## src/rtl/dm_port_arbiter.sv

```systemverilog
// dm_port_arbiter: shares the single-port 256x16 data memory between the SPU
// (port 0) and the host/loader (port 1).
//
// Ports:
//   clk, rst                      clock, synchronous active-high reset
//   mX_req/we/addr/w_data/lock    per-port request (X = 0 SPU, 1 host)
//   mX_gnt                        beat accepted this cycle (combinational)
//   mX_r_valid/r_data             read return, exactly one cycle after the read beat
//   mem_rd/wr/addr/w_data         memory command, muxed from the granted port
//   mem_r_data                    memory read data, valid one cycle after mem_rd
//
// A port may hold ownership across beats with mX_lock. Ownership is cut
// after MAX_LOCK beats if the other port is waiting, and that port then
// wins the next arbitration.
//
// Build option: define DM_ARB_RR_EN for round-robin arbitration in IDLE;
// otherwise port 0 always wins ties.
module dm_port_arbiter #(
  parameter int ADDR_W   = 8,
  parameter int DATA_W   = 16,
  parameter int MAX_LOCK = 8
) (
  input  logic              clk,
  input  logic              rst,
  input  logic              m0_req,
  input  logic              m0_we,
  input  logic [ADDR_W-1:0] m0_addr,
  input  logic [DATA_W-1:0] m0_w_data,
  input  logic              m0_lock,
  output logic              m0_gnt,
  output logic              m0_r_valid,
  output logic [DATA_W-1:0] m0_r_data,
  input  logic              m1_req,
  input  logic              m1_we,
  input  logic [ADDR_W-1:0] m1_addr,
  input  logic [DATA_W-1:0] m1_w_data,
  input  logic              m1_lock,
  output logic              m1_gnt,
  output logic              m1_r_valid,
  output logic [DATA_W-1:0] m1_r_data,
  output logic              mem_rd,
  output logic              mem_wr,
  output logic [ADDR_W-1:0] mem_addr,
  output logic [DATA_W-1:0] mem_w_data,
  input  logic [DATA_W-1:0] mem_r_data
);

  typedef enum logic [1:0] {IDLE, OWN0, OWN1} state_t;

  localparam logic [7:0] MAX_CNT = 8'(MAX_LOCK);

  state_t     state;
  logic [7:0] lock_cnt;
  logic       starve;       // a port was cut off and must win next IDLE grant
  logic       starve_port;  // which port that is
  logic       rd_tag0, rd_tag1;
  logic       pref;         // port preferred in IDLE arbitration
  logic       g0, g1;
  logic       sat;

  assign sat = (lock_cnt == MAX_CNT);

`ifdef DM_ARB_RR_EN
  logic rr_ptr;
  assign pref = starve ? starve_port : rr_ptr;
`else
  assign pref = starve ? starve_port : 1'b0;
`endif

  // Grant: combinational from request and state, forced low in reset.
  always_comb begin
    g0 = 1'b0;
    g1 = 1'b0;
    if (!rst) begin
      case (state)
        IDLE: begin
          if (!pref) begin
            if (m0_req)      g0 = 1'b1;
            else if (m1_req) g1 = 1'b1;
          end else begin
            if (m1_req)      g1 = 1'b1;
            else if (m0_req) g0 = 1'b1;
          end
        end
        // Owner is granted unless it has used up its lock budget and the
        // other port is waiting; that cycle nobody is granted.
        OWN0:    g0 = m0_req & ~(sat & m1_req);
        OWN1:    g1 = m1_req & ~(sat & m0_req);
        default: ;
      endcase
    end
  end

  assign m0_gnt     = g0;
  assign m1_gnt     = g1;
  assign mem_rd     = (g0 & ~m0_we) | (g1 & ~m1_we);
  assign mem_wr     = (g0 & m0_we)  | (g1 & m1_we);
  assign mem_addr   = g0 ? m0_addr   : (g1 ? m1_addr   : '0);
  assign mem_w_data = g0 ? m0_w_data : (g1 ? m1_w_data : '0);

  assign m0_r_valid = rd_tag0 & ~rst;
  assign m1_r_valid = rd_tag1 & ~rst;
  assign m0_r_data  = m0_r_valid ? mem_r_data : '0;
  assign m1_r_data  = m1_r_valid ? mem_r_data : '0;

  // Per-cycle view of the current owner's and the other port's inputs.
  logic own_req, own_lock, oth_req, own_id;
  assign own_id   = (state == OWN1);
  assign own_req  = own_id ? m1_req  : m0_req;
  assign own_lock = own_id ? m1_lock : m0_lock;
  assign oth_req  = own_id ? m0_req  : m1_req;

  always_ff @(posedge clk) begin
    if (rst) begin
      state       <= IDLE;
      lock_cnt    <= '0;
      starve      <= 1'b0;
      starve_port <= 1'b0;
      rd_tag0     <= 1'b0;
      rd_tag1     <= 1'b0;
`ifdef DM_ARB_RR_EN
      rr_ptr      <= 1'b0;
`endif
    end else begin
      rd_tag0 <= g0 & ~m0_we;
      rd_tag1 <= g1 & ~m1_we;
      case (state)
        IDLE: begin
          if (g0 | g1) begin
            if (starve && (g1 == starve_port)) starve <= 1'b0;
`ifdef DM_ARB_RR_EN
            rr_ptr <= ~g1;
`endif
            if (g1 ? m1_lock : m0_lock) begin
              state    <= g1 ? OWN1 : OWN0;
              lock_cnt <= 8'd1;
            end
          end
        end
        OWN0, OWN1: begin
          if (sat && oth_req) begin
            state       <= IDLE;
            lock_cnt    <= '0;
            starve      <= 1'b1;
            starve_port <= ~own_id;
          end else if (!own_req || !own_lock) begin
            state    <= IDLE;
            lock_cnt <= '0;
          end else if (!sat) begin
            lock_cnt <= lock_cnt + 8'd1;
          end
        end
        default: begin
          state    <= IDLE;
          lock_cnt <= '0;
        end
      endcase
    end
  end

endmodule

```

## config.mk

```make
export PLATFORM = sky130hd
export DESIGN_NAME = dm_port_arbiter
export DESIGN_NICKNAME = d
export VERILOG_FILES = /design/src/rtl/dm_port_arbiter.sv
export SDC_FILE = /design/constraint.sdc
export NUM_CORES = 1
export LEC_CHECK = 0
export CORE_UTILIZATION = 31
export DETAILED_ROUTE_END_ITERATION = 6
export GPL_ROUTABILITY_DRIVEN = 0
export PLACE_DENSITY = 0.92
export SYNTH_ARGS = -nofsm -noshare
export SYNTH_HDL_FRONTEND = slang
export SYNTH_SLANG_ARGS = --single-unit
```

## constraint.sdc

```tcl
create_clock -name clk -period 2.6 [get_ports clk]
set_clock_uncertainty 0.15 [all_clocks]
set_input_delay 0.52 -clock clk [delete_from_list [all_inputs] [get_ports clk]]
set_output_delay 0.52 -clock clk [all_outputs]
set_load 0.05 [all_outputs]
```

==> impl_results.md, run 1 <==
- Gate Count Post-Synth: 190
- Die height: 71.2 microns
- Mean Syn Cell Area: 7.82 sq um
- Cell with the most instances after synthesis: and2_1
- Cell variety after synth: 51
- Tool Error: [ERROR DPL-0033] detailed placement checks failed during check placement.
- Outcome: did not finish
- H-tree levels: 1
- Mapped Area: 0.00149 sq mm
- Detailed Place HPWL: 7040 microns
- Async S/R FF share, synth: 0
- Commonest cells in the netlist: and2_1, a22o_1, nand2_1, dfxtp_1, nor2_1
- Yosys top cell area share: 0.189
- Clock Root Buffer: clkbuf_8
- # IOs: 134
- Synthesized net count: 268
- Synthesis-stage register bit count: 14
- Max Root-Sink Buffers: 2
- Area contributors post-synth: dfxtp_1, a22o_1, and2_1, ha_1, nand2_1
- Sequential share of the synthesized area: 0.189
- Die X: 71.2 microns
- Yosys warnings: 0
- Post-synth top area cell: dfxtp_1
- # resized after CTS: 28
- Post-CTS Setup Bufs: 13
- Port Buffers: 133
- Number of synthesized flops with an enable pin: 0
- Prevailing post-synth register cell: dfxtp_1
- Placement Setup Slack: -0.461 ns
- Num CTS Buffers: 3
- Hold buffer count at cts: 0
- Site Rows: 24
- Fail Step: clock tree synthesis (4_1_cts)
- Starting Density: 0.332
- Clock Sinks: 14
-- cells by family after synthesis --
| logic type | share of synthesized area |
|---|---|
| DFF | 0.189 |
| adders and majority gates | 0.0505 |
| buffers and inverters | 0.0513 |
| and+or+nand+nor | 0.378 |
| AOI/OAI and AO/OA | 0.307 |
| muxes | 0.0244 |
-- metrics by stage --
| step | utilization | cells | cell area, sq um |
|---|---|---|---|
| after floorplan | - | 190 | 1690 |
| after global placement | 0.877 | 398 | 3930 |
| after detailed placement | 0.877 | 398 | 3930 |
==> run 2, diff against run 1 <==
- CORE_UTILIZATION: 31 -> 30
- PLACE_DENSITY: 0.92 -> not set
- PLACE_DENSITY_LB_ADDON: not set -> 0.15
==> impl_results.md, run 2 <==
- Outcome: finished with violations (was did not finish)
- Failing checks: negative setup slack
- CTS tree: built
- Met2 routed WL: 6220 microns
- Prevailing post-synth register cell: dfxtp_1 (unchanged)
- Final Slew Violations: 0
- CP Class: register to output port
- Layout cells sized above 1: 0.516
- Worst slew pin tran: 0.751 ns
- Clock slew at reported path FFs: 0.07 ns
- Pwr per Cell Area: 563 mW/mm^2
- Placed insts: 413 (was 398)
- First-pass GRT wire length: 15600 microns
- Post-route ant nets: 0
- NetSw: 1.11 mW
- Fillcell total: 132
- Clock Latency Late Sink: 0.26 ns
- Most common cell type on the critical path: buf_12
- Post-synth top area cell: dfxtp_1 (unchanged)
- First-pass DRT Iterations: 5
- Vias in the first global route: 2826
- Final Hold Viols: 0
- Peak Freq: 0.335 GHz
- Die height: 72.4 microns (was 71.2 microns)
- Synthesized net count: 268 (unchanged)
- Max cap viols: 0
- Starting Density: 0.313 (was 0.332)
- Slowest stage delay, CP: 0.43 ns
- Max Root-Sink Buffers: 2 (unchanged)
- Port Buffers: 133 (unchanged)
- Drt via density: 6.01
- RSZ-0062 raised after global routing: true
- Sequential share of power: 0.099
- P&R area growth vs syn: 201%
- Synthesis-stage register bit count: 14 (unchanged)
- Clock Sinks: 14 (unchanged)
- Crit share post-route: 1.15
- Most common cell after layout, fill and taps aside: clkdlybuf4s50_1
- Mapped Area: 0.00149 sq mm (unchanged)
- Highest routed layer: met4
- Num CTS Buffers: 3 (unchanged)
- Hold_ws: 0.476 ns
- Largest net degree at the start of global routing: 18
- Yosys warnings: 0 (unchanged)
- R2R setup slack: -0.20 ns
- Worst path cell trace: inv_1 > ha_1 > nand3b_1 > a31oi_2 > nor2_4 > inv_4 > buf_12 > clkbuf_16 > a22o_4 > buf_12
- Metal3 WL: 1070 microns
- Commonest cells in the netlist: and2_1, a22o_1, nand2_1, dfxtp_1, nor2_1 (unchanged)
- CP delay by family, top: buffers and inverters
- Worst Slack Setup Final: -0.386 ns
- Critical Path Sink Type: output port
- Die X: 72.4 microns (was 71.2 microns)
- Largest fanout on the critical path: 4
- WL per Instance: 26.4 microns
- NumNets Final: 457
- Number of synthesized flops with an enable pin: 0 (unchanged)
- Hold Crit Class: register to register
- Global route overflow: 0
- # DRC: 0
- Leakage: 1.89 nW
- Die Area: 0.00524 sq mm
- Slowest CP cell: dfxtp_1
- Register area: 283 sq um
- Async S/R FF share, synth: 0 (unchanged)
- Detailed-route via count: 2676
- Maximum vdd ir drop: 0.407 mV
- Placement Setup Slack: -0.472 ns (was -0.461 ns)
- Yosys top cell area share: 0.189 (unchanged)
- Combinational fraction of design power: 0.810
- Total Wirelength: 11800 microns
- Clock Root Buffer: clkbuf_8 (unchanged)
- Worst EP required: 1.93 ns
- H-tree levels: 1 (unchanged)
- CP Data Arrival Time: 2.32 ns
- Internal: 1.42 mW
- PnR Total Power: 2.52 mW
- Switching share of power: 0.439
- Min Tclk post-route: 2.99 ns
- Footprint of the multi-input gates: 0.00149 sq mm
- Diode count: 0
- Cell with the most instances after synthesis: and2_1 (unchanged)
- Clock power frac: 0.092
- CP startpoint kind: register
- Mean Syn Cell Area: 7.82 sq um (unchanged)
- Site Rows: 25 (was 24)
- Initial DRC count: 301
- Buffers and inverters on the worst path: 5
- Largest reg by FF count: lock_cnt
- Non-filler instance count after layout: 445
- Detailed Place HPWL: 6070 microns (was 7040 microns)
- Max reg flops: 8
- Area contributors post-synth: dfxtp_1, a22o_1, and2_1, ha_1, nand2_1 (unchanged)
- Gate Count Post-Synth: 190 (unchanged)
- Total track usage: 0.397
- Commonest cells after routing, fill and taps aside: clkdlybuf4s50_1, buf_12, buf_4
- Sequential share of the synthesized area: 0.189 (unchanged)
- Worst slew margin: 0.497
- Biggest regs: lock_cnt x8, state x2
- Total core area: 0.00475 sq mm
- Initial antenna violation count: 0
- Final setup violation count: 36
- Cell variety after synth: 51 (unchanged)
- # IOs: 134 (unchanged)
- Met1 WL: 3960 microns
-- run 2: per-stage QoR --
stage,util,TNS (ns),area [sq um]
global placement,0.827,-23.47,3930
CTS,0.907,-4.63,4310
finish,0.942,-10.41,4480
detailed placement,0.827,-27.07,3930
floorplan,-,-0.507,1690
global route,0.942,-10.10,4480
-- run 2: layout make-up --
cell class                      count  area share
Tap cell                           67      0.0187
Inverter                            9     0.00922
Clock buffer                        4      0.0123
Sequential cell                    14      0.0631
Timing Repair Buffer              194       0.565
Multi-Input combinational cell    157       0.332
-- run 2: cells by family (layout without fill, tap and decap cells) --
logic type,after synthesis,count (layout),synth area share
buffers and inverters,19,207,0.0513
flip-flops,14,14,0.189
adder cells (fa/ha/maj),6,6,0.0505
AND/OR/NAND/NOR,96,96,0.378
multiplexers,3,3,0.0244
AO/OA/AOI/OAI,52,52,0.307
-- run 2: final timing paths --
| path | startpoint | end | cells past startpoint |
|---|---|---|---|
| max reg2reg | lock_cnt[0]$_SDFFE_PP0P_ | lock_cnt[0]$_SDFFE_PP0P_ | 18 |
| max | state[1]$_SDFFE_PP0P_ | mem_addr[0] | 10 |
| min reg2reg | lock_cnt[3]$_SDFFE_PP0P_ | lock_cnt[3]$_SDFFE_PP0P_ | 2 |
| min | lock_cnt[3]$_SDFFE_PP0P_ | lock_cnt[3]$_SDFFE_PP0P_ | 2 |
-- run 2: per-layer routing --
metal,global-route usage,vias up
met4,0.227,0
met1,0.414,1281
met3,0.0986,63
met5,0,-
met2,0.720,247
li1,-,1085
-- run 2: worst register-to-register path, delay by kind of cell (launching register included) --
family,cells,cell delay [ns]
buffers and inverters,14,1.68
flip-flops,1,0.37
multiplexers,1,0.20
AO/OA/AOI/OAI,1,0.16
AND/OR/NAND/NOR,2,0.14
-- run 2: what timing repair did --
item / 4_1_cts / 5_1_grt
endpoints found under the hold margin: 0 / 0
pin swaps: 19 / 21
cloned: 2 / 1
resized for setup: 31 / 30
endpoints found under the setup margin: 62 / 36
hold buffers: 0 / 0
buffers inserted: 23 / 8
-- run 2: power groups by stage --
stage	clock, mW	sequential [mW]	combinational, mW
2_1_floorplan	0	0.246	0.770
3_3_place_gp	0	0.243	1.46
3_5_place_dp	0	0.244	1.50
4_1_cts	0.216	0.242	1.76
5_1_grt	0.233	0.250	2.10
6_report	0.231	0.249	2.04
(Power assumes the default switching activity.)
==> run 3, diff against run 2 <==
- CTS_BUF_LIST: not set -> sky130_fd_sc_hd__clkbuf_8
- GPL_ROUTABILITY_DRIVEN: 0 -> 1
==> impl_results.md, run 3 (synthesis gave the netlist of run 2 again) <==
- Pwr per Cell Area: 501 mW/mm^2 (was 563 mW/mm^2)
- Final setup violation count: 28 (was 36)
- First-pass GRT wire length: 11400 microns (was 15600 microns)
- P&R area growth vs syn: 175% (was 201%)
- Met2 routed WL: 4380 microns (was 6220 microns)
- Largest reg by FF count: lock_cnt (unchanged)
- Post-route ant nets: 0 (unchanged)
- Hold Path Sink: starve$_SDFFE_PP0P_ (was lock_cnt[3]$_SDFFE_PP0P_)
- # DRC: 0 (unchanged)
- Non-filler instance count after layout: 420 (was 445)
- Critical Path Sink Type: output port (unchanged)
- Worst slew margin: 0.593 (was 0.497)
- H-tree levels: 1 (unchanged)
- Site Rows: 25 (unchanged)
- Most common cell type on the critical path: buf_12 (unchanged)
- Vias in the first global route: 2286 (was 2826)
- Port Buffers: 133 (unchanged)
- Met1 WL: 2410 microns (was 3960 microns)
- Outcome: finished with violations (unchanged)
- Clock Sinks: 14 (unchanged)
- CP Data Arrival Time: 2.18 ns (was 2.32 ns)
- NumNets Final: 432 (was 457)
- Max cap viols: 0 (unchanged)
- Final Wtd Congestion: 0.813
- Leakage: 1.71 nW (was 1.89 nW)
- # IOs: 134 (unchanged)
- Worst R2R End: lock_cnt[4]$_SDFFE_PP0P_ (was lock_cnt[0]$_SDFFE_PP0P_)
- Hold_sp: starve$_SDFFE_PP0P_ (was lock_cnt[3]$_SDFFE_PP0P_)
- Worst path cell trace: inv_2 > ha_4 > nor4b_4 > buf_4 > a31o_1 > and2_4 > nor2_4 > buf_12 > a22o_2 > buf_12 (was inv_1 > ha_1 > nand3b_1 > a31oi_2 > nor2_4 > inv_4 > buf_12 > clkbuf_16 > a22o_4 > buf_12)
- Worst Slack Setup Final: -0.246 ns (was -0.386 ns)
- Worst EP required: 1.93 ns (about the same)
- Failing checks: negative setup slack (unchanged)
- Metal3 WL: 573 microns (was 1070 microns)
- Placed insts: 411 (was 413)
- Drt via density: 5.23 (was 6.01)
- Largest net degree at the start of global routing: 20 (was 18)
- Total track usage: 0.283 (was 0.397)
- Total core area: 0.00475 sq mm (unchanged)
- Max Root-Sink Buffers: 2 (unchanged)
- Crit share post-route: 1.09 (was 1.15)
- Peak Freq: 0.351 GHz (was 0.335 GHz)
- Detailed Place HPWL: 5840 microns (was 6070 microns)
- Global route overflow: 0 (unchanged)
- Largest fanout on the critical path: 19 (was 4)
- RSZ-0062 raised after global routing: true (unchanged)
- Min Tclk post-route: 2.85 ns (was 2.99 ns)
- Slowest stage delay, CP: 0.33 ns (was 0.43 ns)
- Maximum vdd ir drop: 0.393 mV (was 0.407 mV)
- Fillcell total: 239 (was 132)
- R2R setup slack: 0.13 ns (was -0.20 ns)
- Clock Root Buffer: clkbuf_8 (unchanged)
- Max reg flops: 8 (unchanged)
- Clock Latency Late Sink: 0.25 ns (was 0.26 ns)
- Clock slew at reported path FFs: 0.07 ns (about the same)
- CTS tree: built (unchanged)
- Final Slew Violations: 0 (unchanged)
- PnR Total Power: 2.05 mW (was 2.52 mW)
- RR Startpoint: state[0]$_SDFFE_PP0P_ (was lock_cnt[0]$_SDFFE_PP0P_)
- Initial DRC count: 151 (was 301)
- Setup TNS: -5.77 ns (was -10.41 ns)
- Final instance area: 0.00409 sq mm (was 0.00448 sq mm)
- Diode count: 0 (unchanged)
- First-pass DRT Iterations: 5 (unchanged)
- Worst slew pin tran: 0.608 ns (was 0.751 ns)
- Starting Density: 0.313 (unchanged)
- Initial antenna violation count: 0 (unchanged)
- CP Class: register to output port (unchanged)
- DP Area: 0.00390 sq mm (was 0.00393 sq mm)
- Die Area: 0.00524 sq mm (unchanged)
- Num CTS Buffers: 3 (unchanged)
- Total Wirelength: 7510 microns (was 11800 microns)
- WL per Instance: 17.9 microns (was 26.4 microns)
- Detailed-route via count: 2198 (was 2676)
- Layout cells sized above 1: 0.445 (was 0.516)
- Hold buffer count at cts: 0 (unchanged)
- Slowest CP cell: dfxtp_2 (was dfxtp_1)
- Die height: 72.4 microns (unchanged)
- Highest routed layer: met4 (unchanged)
- Biggest regs: lock_cnt x8, state x2 (unchanged)
- CP startpoint kind: register (unchanged)
- Die X: 72.4 microns (unchanged)
- Worst hold stages: 2 (unchanged)
- Worst-case reg-to-reg path depth: 10 (was 18)
- Commonest cells after routing, fill and taps aside: clkdlybuf4s50_1, buf_12, buf_4 (unchanged)
- Most common cell after layout, fill and taps aside: clkdlybuf4s50_1 (unchanged)
- Final Hold Viols: 0 (unchanged)
- Hold Crit Class: register to register (unchanged)
## run 3: changes by cell type in the layout (fill, tap and decap cells not counted), moves of 2 or more
cell / previous run / this run
inv_4: 3 / 0
buf_16: 2 / 0
buf_6: 7 / 2
a21oi_1: 2 / 5
buf_12: 64 / 62
nor2_1: 6 / 8
inv_1: 5 / 3
a21oi_2: 2 / 0
buf_4: 47 / 34
buf_8: 2 / 0
inv_2: 1 / 6
a22o_4: 25 / 23
## run 3: cell type report
cell class,count,area [sq um],share of cell area
inverter,9,33.8,0.00827
clock buffer,4,55.1,0.0135
timing repair buffer,169,2220,0.544
multi-input combinational,157,1410,0.344
tap,67,83.8,0.0205
sequential,14,284,0.0695
## run 3: report_power, final
part           internal (mW)  total [mW]  switching (mW)  leakage (nW)
clock                  0.134       0.222          0.0877        0.0288
combinational          0.801        1.58           0.776          1.57
sequential             0.233       0.246          0.0136         0.115
## run 3: what timing repair did
action / in CTS / in global routing
pin swaps: 1 / 0
gates cloned: 0 / 0
endpoints found under the setup margin: 62 / 28
gates resized for setup: 28 / 3
buffers inserted: 3 / 2
## run 3: worst max-delay path by stage
stage,cells after the start,slack (ns),start,to
finish,10,-0.25,lock_cnt[0]$_SDFFE_PP0P_,mem_w_data[10]
CTS,10,-0.23,lock_cnt[0]$_SDFFE_PP0P_,mem_addr[1]
floorplan,7,-0.09,rst,mem_w_data[10]
detailed placement,4,-0.46,rst,m1_r_data[0]
global placement,9,-0.42,rst,mem_addr[0]
global route,10,-0.33,lock_cnt[1]$_SDFFE_PP0P_,mem_addr[1]
## run 3: per-stage QoR
step                      worst slack, ns   util  hold WS [ns]
after floorplan                   -0.0897      -         0.320
after global placement             -0.423  0.821         0.350
after detailed placement           -0.462  0.821         0.352
after CTS                          -0.230  0.851         0.362
after global routing               -0.326  0.859         0.416
final                              -0.246  0.859         0.377
## run 3: worst max-delay path, delay by kind of cell (launching register included)
kind | cells | cell delay, ns
buffers and inverters | 4 | 0.55
and+or+nand+nor | 3 | 0.50
AOI/OAI and AO/OA | 2 | 0.39
DFF | 1 | 0.33
adders and majority gates | 1 | 0.13
## run 3: layer usage
layer / track usage / up-vias
met5: 0 / -
met4: 0.0741 / 0
met3: 0.0583 / 21
met2: 0.573 / 136
met1: 0.288 / 1004
li1: - / 1037
